`src/rtl/ysyx_24070016_pkg.sv`:
```
// Shared constants for the EXU sequencer: datapath width and FSM state encoding.
package ysyx_24070016_pkg;

  localparam int XLEN = 32;

  localparam logic [1:0] ST_IDLE  = 2'd0;
  localparam logic [1:0] ST_MULTI = 2'd1;
  localparam logic [1:0] ST_OUT   = 2'd2;
  localparam logic [1:0] ST_HALT  = 2'd3;

endpackage

```
`src/rtl/ysyx_24070016_exu_md_timer.sv`:
```
// Watchdog for the iterative mul/div unit: counts cycles while enabled and
// flags the last allowed cycle before the controller gives up.
module ysyx_24070016_exu_md_timer #(
  parameter int MD_TIMEOUT = 64
) (
  input  logic clk,
  input  logic rst,
  input  logic clear,
  input  logic enable,
  output logic expire
);

  localparam int TW = (MD_TIMEOUT > 2) ? $clog2(MD_TIMEOUT) : 1;

  logic [TW-1:0] count;

  always_ff @(posedge clk) begin
    if (rst || clear) begin
      count <= '0;
    end else if (enable) begin
      count <= count + 1'b1;
    end
  end

  // The controller leaves MULTI on expiry, so the counter never needs to wrap.
  assign expire = enable && (count == TW'(MD_TIMEOUT - 1));

endmodule

```
`src/rtl/ysyx_24070016_exu_ctrl.sv`:
```
// Valid/ready sequencer around the EXU datapath: single-cycle ALU ops, iterative
// mul/div hand-off with watchdog, ebreak halt and retired-instruction counter.
//   state | meaning
//   IDLE  | no instruction held, ready to accept
//   MULTI | waiting on the iterative unit (watchdog running)
//   OUT   | result held for WBU until out_ready
//   HALT  | core stopped, absorbing until rst
module ysyx_24070016_exu_ctrl #(
  parameter int XLEN       = ysyx_24070016_pkg::XLEN,
  parameter int MD_TIMEOUT = 64
) (
  input  logic            clk,
  input  logic            rst,
  input  logic            in_valid,
  output logic            in_ready,
  input  logic            in_multi,
  input  logic            in_ebreak,
  input  logic [4:0]      in_rd,
  input  logic            in_rd_wen,
  input  logic [XLEN-1:0] alu_result,
  output logic            md_start,
  output logic            md_abort,
  input  logic            md_done,
  input  logic [XLEN-1:0] md_result,
  input  logic            flush,
  output logic            out_valid,
  input  logic            out_ready,
  output logic [XLEN-1:0] out_result,
  output logic [4:0]      out_rd,
  output logic            out_rd_wen,
  output logic            halt,
  output logic            halt_err,
  output logic            ebreak_pulse,
  output logic [31:0]     retired
);

  import ysyx_24070016_pkg::*;

  logic [1:0] state;
  logic [1:0] state_nxt;
  logic [1:0] accept_target;
  logic       accept;
  logic       retire_hs;
  logic       expire;
  logic       done_hit;
  logic       timeout_hit;

  ysyx_24070016_exu_md_timer #(
    .MD_TIMEOUT(MD_TIMEOUT)
  ) u_md_timer (
    .clk   (clk),
    .rst   (rst),
    .clear (accept),
    .enable(state == ST_MULTI),
    .expire(expire)
  );

  always_comb begin
    in_ready      = ((state == ST_IDLE) || ((state == ST_OUT) && out_ready)) && !flush;
    accept        = in_valid && in_ready;
    retire_hs     = (state == ST_OUT) && out_ready;
    done_hit      = (state == ST_MULTI) && !flush && md_done;
    timeout_hit   = (state == ST_MULTI) && !flush && !md_done && expire;
    accept_target = in_ebreak ? ST_HALT : (in_multi ? ST_MULTI : ST_OUT);
  end

  always_comb begin
    state_nxt = state;
    if (state != ST_HALT && flush) begin
      state_nxt = ST_IDLE;
    end else begin
      case (state)
        ST_IDLE: if (accept) state_nxt = accept_target;
        ST_MULTI: begin
          if (done_hit)         state_nxt = ST_OUT;
          else if (timeout_hit) state_nxt = ST_HALT;
        end
        ST_OUT: begin
          if (accept)         state_nxt = accept_target;
          else if (out_ready) state_nxt = ST_IDLE;
        end
        default: state_nxt = ST_HALT;
      endcase
    end
  end

  always_ff @(posedge clk) begin
    if (rst) begin
      state        <= ST_IDLE;
      md_start     <= 1'b0;
      md_abort     <= 1'b0;
      ebreak_pulse <= 1'b0;
      halt_err     <= 1'b0;
      retired      <= '0;
      out_result   <= '0;
      out_rd       <= '0;
      out_rd_wen   <= 1'b0;
    end else begin
      state        <= state_nxt;
      md_start     <= accept && !in_ebreak && in_multi;
      md_abort     <= ((state == ST_MULTI) && flush) || timeout_hit;
      ebreak_pulse <= accept && in_ebreak;
      if (timeout_hit) halt_err <= 1'b1;
      // A handshake coinciding with flush still counts as retired.
      if (retire_hs) retired <= retired + 32'd1;
      if (accept) begin
        out_rd     <= in_rd;
        out_rd_wen <= in_rd_wen;
        if (!in_ebreak && !in_multi) out_result <= alu_result;
      end
      if (done_hit) out_result <= md_result;
    end
  end

  assign out_valid = (state == ST_OUT);
  assign halt      = (state == ST_HALT);

endmodule

```
`config.mk`:
```
export PLATFORM = sky130hd
export DESIGN_NAME = ysyx_24070016_exu_ctrl
export DESIGN_NICKNAME = d
export VERILOG_FILES = /design/src/rtl/ysyx_24070016_pkg.sv /design/src/rtl/ysyx_24070016_exu_md_timer.sv /design/src/rtl/ysyx_24070016_exu_ctrl.sv
export SDC_FILE = /design/constraint.sdc
export NUM_CORES = 1
export LEC_CHECK = 0
export CORE_UTILIZATION = 44
export CTS_BUF_LIST = sky130_fd_sc_hd__clkbuf_4
export CTS_CLUSTER_DIAMETER = 120
export DETAILED_ROUTE_END_ITERATION = 7
export PLACE_DENSITY_LB_ADDON = 0.2
export SYNTH_ARGS = -nofsm -noshare
export SYNTH_HDL_FRONTEND = slang
export SYNTH_SLANG_ARGS = --single-unit
```
`constraint.sdc`:
```
create_clock -name clk -period 2.42 [get_ports clk]
set_input_delay 0.605 -clock clk [delete_from_list [all_inputs] [get_ports clk]]
set_output_delay 0.605 -clock clk [all_outputs]
set_load 0.005 [all_outputs]
```
==> flow_metrics.tcl <==
set metrics [dict create \
    outcome "finished clean" \
    setup_ws_ns 0.0981 \
    drv_cap 0 \
    rrSetupSlack_ns 0.28 \
    pwr_density_cell_nw_per_um2 490 \
    r2r_end "retired[28]" \
    dieArea_um2 8830 \
    whs_path_depth 2 \
    grt_pass1_wl_um 16200 \
    place_congestion 0.780 \
    drive_above_1_share_pct 8.99 \
    clock_path_buffers 2 \
    insertion_delay_ns 0.43 \
    timing.hold.ws_ns 0.497 \
    cpMaxStageDelayCell "clkdlybuf4s50_1" \
    detail_route.wl_per_cell_um 14.4 \
    crit_required_ns 1.81 \
    setup_viol 0 \
    slew_headroom_pct 65.9 \
    n_fill_cell 640 \
    min_period_ns 2.32 \
    netlist_area_um2 3720 \
    hold_buffers 0 \
    core_um2 8220 \
    worst-path-max-fanout 10 \
    num-nets-final 643 \
    grt_pass1_vias 3433 \
    setup.worst_path.class "reg2out" \
    postSynthAreaPerCell_um2 9.15 \
    vias 3583 \
    worst-path-buf-inv 2 \
    synth-main-ff-cell "dfxtp_1" \
    rr_worst_depth 5 \
    antenna_found_initial 0 \
    final.setup.tns_ns 0 \
    pin_count 155 \
    placed_area_um2 5460 \
    dp_hpwl_um 7180 \
    crit_path_start_kind "flop" \
    synth_cell_types 39 \
    dieHeight_um 94.0 \
    rsz0062_at_grt "false" \
    fin_crit_sh_pct 95.9 \
    cts_tree "built" \
    drt_iter0_markers 113 \
    design_area_um2 5640 \
    core.rowCount 33 \
    antennaDiodeCount 0 \
    syn_nets 487 \
    min_to "retired[31]" \
    hold_class "reg2reg" \
    cts_sinks 82 \
    clk_pin_slew_ns 0.13 \
    numCtsBuffers 9 \
    critPathCaptureType "output port" \
    initial_core_util_pct 45.3 \
    crit_cells 3 \
    drc 0 \
    crit_chain "buf_4 -> and2_1 -> clkdlybuf4s50_1" \
    wl_um 9680 \
    track_usage_pct 23.5 \
    leakage_nw 2.15 \
    clock_tree.root_cell "clkbuf_4" \
    yosysWarnings 0 \
    timing.fmax_mhz 431 \
    final_hold_viol_count 0 \
    dr.pass1.iters 5 \
    clock_skew_ns 0.0140 \
    synthArstFlopShare_pct 0 \
    crit_arrival_ns 1.72 \
    dp_slack_ns -0.325 \
    worst_pin_slew_ns 0.511 \
    min_from "retired[31]" \
    seq_area_frac_synth_pct 44.1 \
    syn_inst 407 \
    htreeDepth 3 \
    max_stage_delay_ns 0.51 \
    path_delay_family "buffers and inverters" \
    r2r-start "retired[0]" \
    overflow 0 \
    ir_worst_vdd_uv 242 \
    synth_seq_cells 82 \
    vias_per_cell 5.33 \
    die_x_um 94.0 \
    io_buffers 154 \
    synth_edf_count 0 \
    antenna_left 0 \
    grt_max_degree 65 \
    maxSlewViolCount 0 \
    final_util_pct 68.6 \
    syn2layout_area_growth_pct 51.4 \
]
## through the flow
step,std cells,power (mW)
floorplan,407,1.56
global placement,657,1.79
detailed placement,657,1.80
CTS,672,2.79
global route,672,2.89
finish,672,2.76
## worst max-delay path by stage
stage | endpoint | from | slack (ns)
2_1_floorplan | retired[30] | out_ready | 0.33
6_report | halt | state[0] | 0.1
3_5_place_dp | in_ready | out_ready | -0.32
3_3_place_gp | retired[28] | out_ready | -0.29
4_1_cts | out_valid | state[1] | 0.004
5_1_grt | halt | state[0] | 0.02
## placed cells by master (no fill, tap or decap), types with 3 or more instances in the layout
cell type	synthesis	final
xnor2_1	5	5
xor2_1	10	10
or3_1	9	9
clkbuf_4	0	10
inv_1	9	9
o21ai_0	9	9
a211oi_1	33	33
bufinv_16	0	3
mux2i_1	39	39
nor3_1	12	11
nand2_1	14	14
and4_1	5	5
clkdlybuf4s50_1	0	151
dfxtp_1	82	80
nor2_1	52	52
nand4bb_1	4	3
buf_4	0	19
or4_1	13	13
o31ai_1	12	12
a21oi_1	25	25
and3_1	4	4
nand3_1	11	11
nand4_1	9	9
## tightest hold or removal path, stage by stage, from the launching register on
cell,delay (ns)
dfxtp_1,0.35
o31ai_1,0.06
a21oi_1,0.05
## kinds of logic (layout without fill, tap and decap cells)
kind of cell	after synthesis	in the layout	share of synthesized area, %
flops	82	82	44.1
compound gates	83	83	15.1
mux	39	39	10.5
simple gates	147	147	21.9
xor+xnor	15	15	3.53
fa+ha+maj	2	2	0.672
buf+inv	39	199	4.23
## layer usage
metal	track usage (%)	up-vias	wire [um]
li1	-	1803	-
met2	39.1	110	4650
met4	7.69	0	151
met3	7.36	10	652
met1	28.7	1660	4230
met5	0	-	0
## flip-flops by register name (all words and copies together), names as in the netlist
register	flops
retired	32
out_result	32
out_rd	5
halt_err	1
md_abort	1
md_start	1
ebreak_pulse	1
u_md_timer.count	6
out_rd_wen	1
state	2
## report_power, final
| group | total [mW] | switching, mW | leakage (nW) | internal (mW) |
|---|---|---|---|---|
| sequential | 1.40 | 0.0200 | 0.665 | 1.38 |
| clock | 0.995 | 0.466 | 0.0964 | 0.530 |
| combinational | 0.362 | 0.133 | 1.39 | 0.229 |
| total | 2.76 | 0.618 | 2.15 | 2.14 |
## final cells by class
cell class,instances,area [um2],share of cell area [%]
multi-input combinational,286,1940,34.4
timing repair buffer,175,1710,30.4
sequential,82,1640,29.2
tap,105,131,2.33
clock inverter,5,104,1.84
clock buffer,10,75.1,1.33
inverter,9,33.8,0.599
## Yosys cell counts, types with 2 or more instances
master,n,area share [%]
xnor2_1,5,1.2
nor3_1,12,1.6
nor2_1,52,5.2
mux2i_1,39,10
a211oi_1,33,6.7
clkbuf_1,23,2.3
and2_1,2,0.34
inv_1,9,0.91
buf_2,3,0.40
o31ai_1,12,2.4
dfxtp_1,82,44
and3_1,4,0.67
and4_1,5,1.2
nand4_1,9,1.5
or3_1,9,1.5
nand2_1,14,1.4
ha_1,2,0.67
nand4bb_1,4,1.2
buf_1,3,0.30
nand3_1,11,1.5
nor2b_1,2,0.34
o21ai_0,9,1.2
nand4b_1,2,0.47
or4_1,13,2.6
a21oi_1,25,3.4
xor2_1,10,2.4
## what timing repair did
item                       4_1_cts  5_1_grt
buffers inserted                 0        0
setup endpoints to repair        1        3
resized for setup                4        4
(Power assumes the default switching activity.)
==> variant, RTL diff (same settings) <==
The package constant `XLEN` goes from 32 to 16.
--- a/src/rtl/ysyx_24070016_pkg.sv
+++ b/src/rtl/ysyx_24070016_pkg.sv
@@ -3,3 +3,3 @@
 
-  localparam int XLEN = 32;
+  localparam int XLEN = 16;
 
Ports: changed (resized alu_result, md_result and out_result); port bits go from 155 to 107. The function was not compared with the original's and may differ.
==> variant against the original RTL <==
  * Wire length fell by 25%
  * Final area fell by 24%
  * Largest cell class unchanged
  * Cell count shrank 20%
  * Clock skew increased by 0.0014 ns
  * Setup slack lost 0.026 ns
  * Critical endpoint is now in_ready
  * Sequential cell count is 16 lower
  * First-iteration DRC count down 14%
  * Via count down 19%
  * Hold slack lost 0.032 ns
  * Combinational power fell by 41%
  * Power down 27%
  * Area after synthesis down 21%
  * Non-clock buffer count shrank 49
==> variant: results (changes against the original RTL) <==
Outcome
  – Run status: completed (unchanged)

STA
  – Highest Clock Rate: 0.426 GHz (was 0.431 GHz)
  – Fin Hold WS: 0.466 ns (was 0.497 ns)
  – Clk_skew: 0.0154 ns (was 0.0140 ns)

Power and ir drop
  – Combinational power: 0.000213 W (was 0.000362 W)
  – Clock group: 0.000688 W (was 0.000995 W)
  – Sw Share: 23.6% (was 22.4%)
  – Peak VDD IR: 0.321 mV (was 0.242 mV)
  – Logic pwr share: 10.6% (was 13.1%)

Worst setup path
  – Worst R2R Start: retired[13]$_SDFFE_PP0P_ (was retired[0]$_SDFFE_PP0P_)
  – Worst setup path startpoint: flush (was state[0]$_SDFFE_PP0P_)
  – Reg-to-Reg End: retired[31]$_SDFFE_PP0P_ (was retired[28]$_SDFFE_PP0P_)
  – Worst setup path end: in_ready (was halt)
  – CP arrival: 1.74 ns (was 1.72 ns)
  – Max FO, Critical Path: 2 (was 10)
  – Reg2reg path depth: 4 (was 5)

Worst hold path
  – HP Start: out_rd[2]$_SDFFE_PP0N_ (was retired[31]$_SDFFE_PP0P_)
  – Worst Hold Path EP: out_rd[2]$_SDFFE_PP0N_ (was retired[31]$_SDFFE_PP0P_)

GRT
  – Global-route wire length before repair: 12200 um (was 16200 um)
  – Met1 usage in global routing: 24.6% (was 28.7%)
  – Met3 Use GR: 10.1% (was 7.36%)
  – Maximum number of pins on one net before global-route repair: 33 (was 65)
  – Vias in the first global route: 2661 (was 3433)
  – Met2 GRT Util: 36.7% (was 39.1%)

Drt
  – Drt pass-1 iters: 4 (was 5)
  – Post-Route WL: 7300 um (was 9680 um)
  – Vias: 2911 (was 3583)
  – WL/cell: 13.6 um (was 14.4 um)

Place
  – Pre-CTS WS: -0.238 ns (was -0.325 ns)
  – Number of cells after detailed placement: 521 (was 657)
  – DP Wirelength: 5380 um (was 7180 um)

Synthesis
  – Top area cells in the synthesized netlist: dfxtp_1 (45%), mux2i_1 (5.5%), a21oi_1 (4.9%) (was dfxtp_1 (44%), mux2i_1 (10%), a211oi_1 (6.7%))
  – Synth Area in XOR/XNOR: 4.47% (was 3.53%)
  – Post-Syn Instances: 339 (was 407)
  – Mapped Area: 2940 sq um (was 3720 sq um)
  – Synth cell count leaders: dfxtp_1 (66), nor2_1 (37), a21oi_1 (29) (was dfxtp_1 (82), nor2_1 (52), mux2i_1 (39))
  – Post-synthesis sequential area ratio: 45.0% (was 44.1%)
  – Post-Syn Nets: 387 (was 487)

Finish
  – Multi-input gate count: 242 (was 286)
  – Non-clk bufs: 126 (was 175)
  – Fin area: 4290 sq um (was 5640 sq um)
  – Fillers: 568 (was 640)
  – Non-clk buf share: 28.6% (was 30.4%)
  – Clock network area share: 2.97% (was 3.17%)
  – Multi-input combinational area share: 34.5% (was 34.4%)
  – Largest registers: retired x32, out_result x16, u_md_timer.count x6 (was out_result x32, retired x32, u_md_timer.count x6)
  – Seq area share: 30.8% (was 29.2%)
  – Final #Nets: 503 (was 643)
  – Share of cells above drive strength 1: 8.70% (was 8.99%)

CTS
  – Worst-skew pair later-pin latency: 0.40 ns (was 0.43 ns)
-- variant: changes by cell type after synthesis, sizes merged, moves of 4 or more --
cell     before  now
a21oi        25   29
clkbuf       23   12
nor4          0    5
xor2         10    4
mux2i        39   16
and3          5    1
a211oi       33   18
xnor2         5   11
nor2         52   37
nor3         13    9
nand2        14   27
dfxtp        82   66
nand4bb       4    0
-- variant: what timing repair did --
item                                    CTS  global route
hold endpoints to repair                  0             0
endpoints found under the setup margin    1             1
hold buffers                              0             0
resized for setup                         1             2
-- variant: layer usage --
layer | wire [um] | part of all wire, %
met1 | 3090 | 42
met2 | 3430 | 47
met3 | 645 | 8.8
met4 | 121 | 1.7
met5 | 0 | 0
-- variant: worst register-to-register path, delay by kind of cell (launching register included) --
family / cells / cell delay (ns)
flip-flops: 1 / 0.44
multiplexers: 1 / 0.37
AND/OR/NAND/NOR: 3 / 1.23
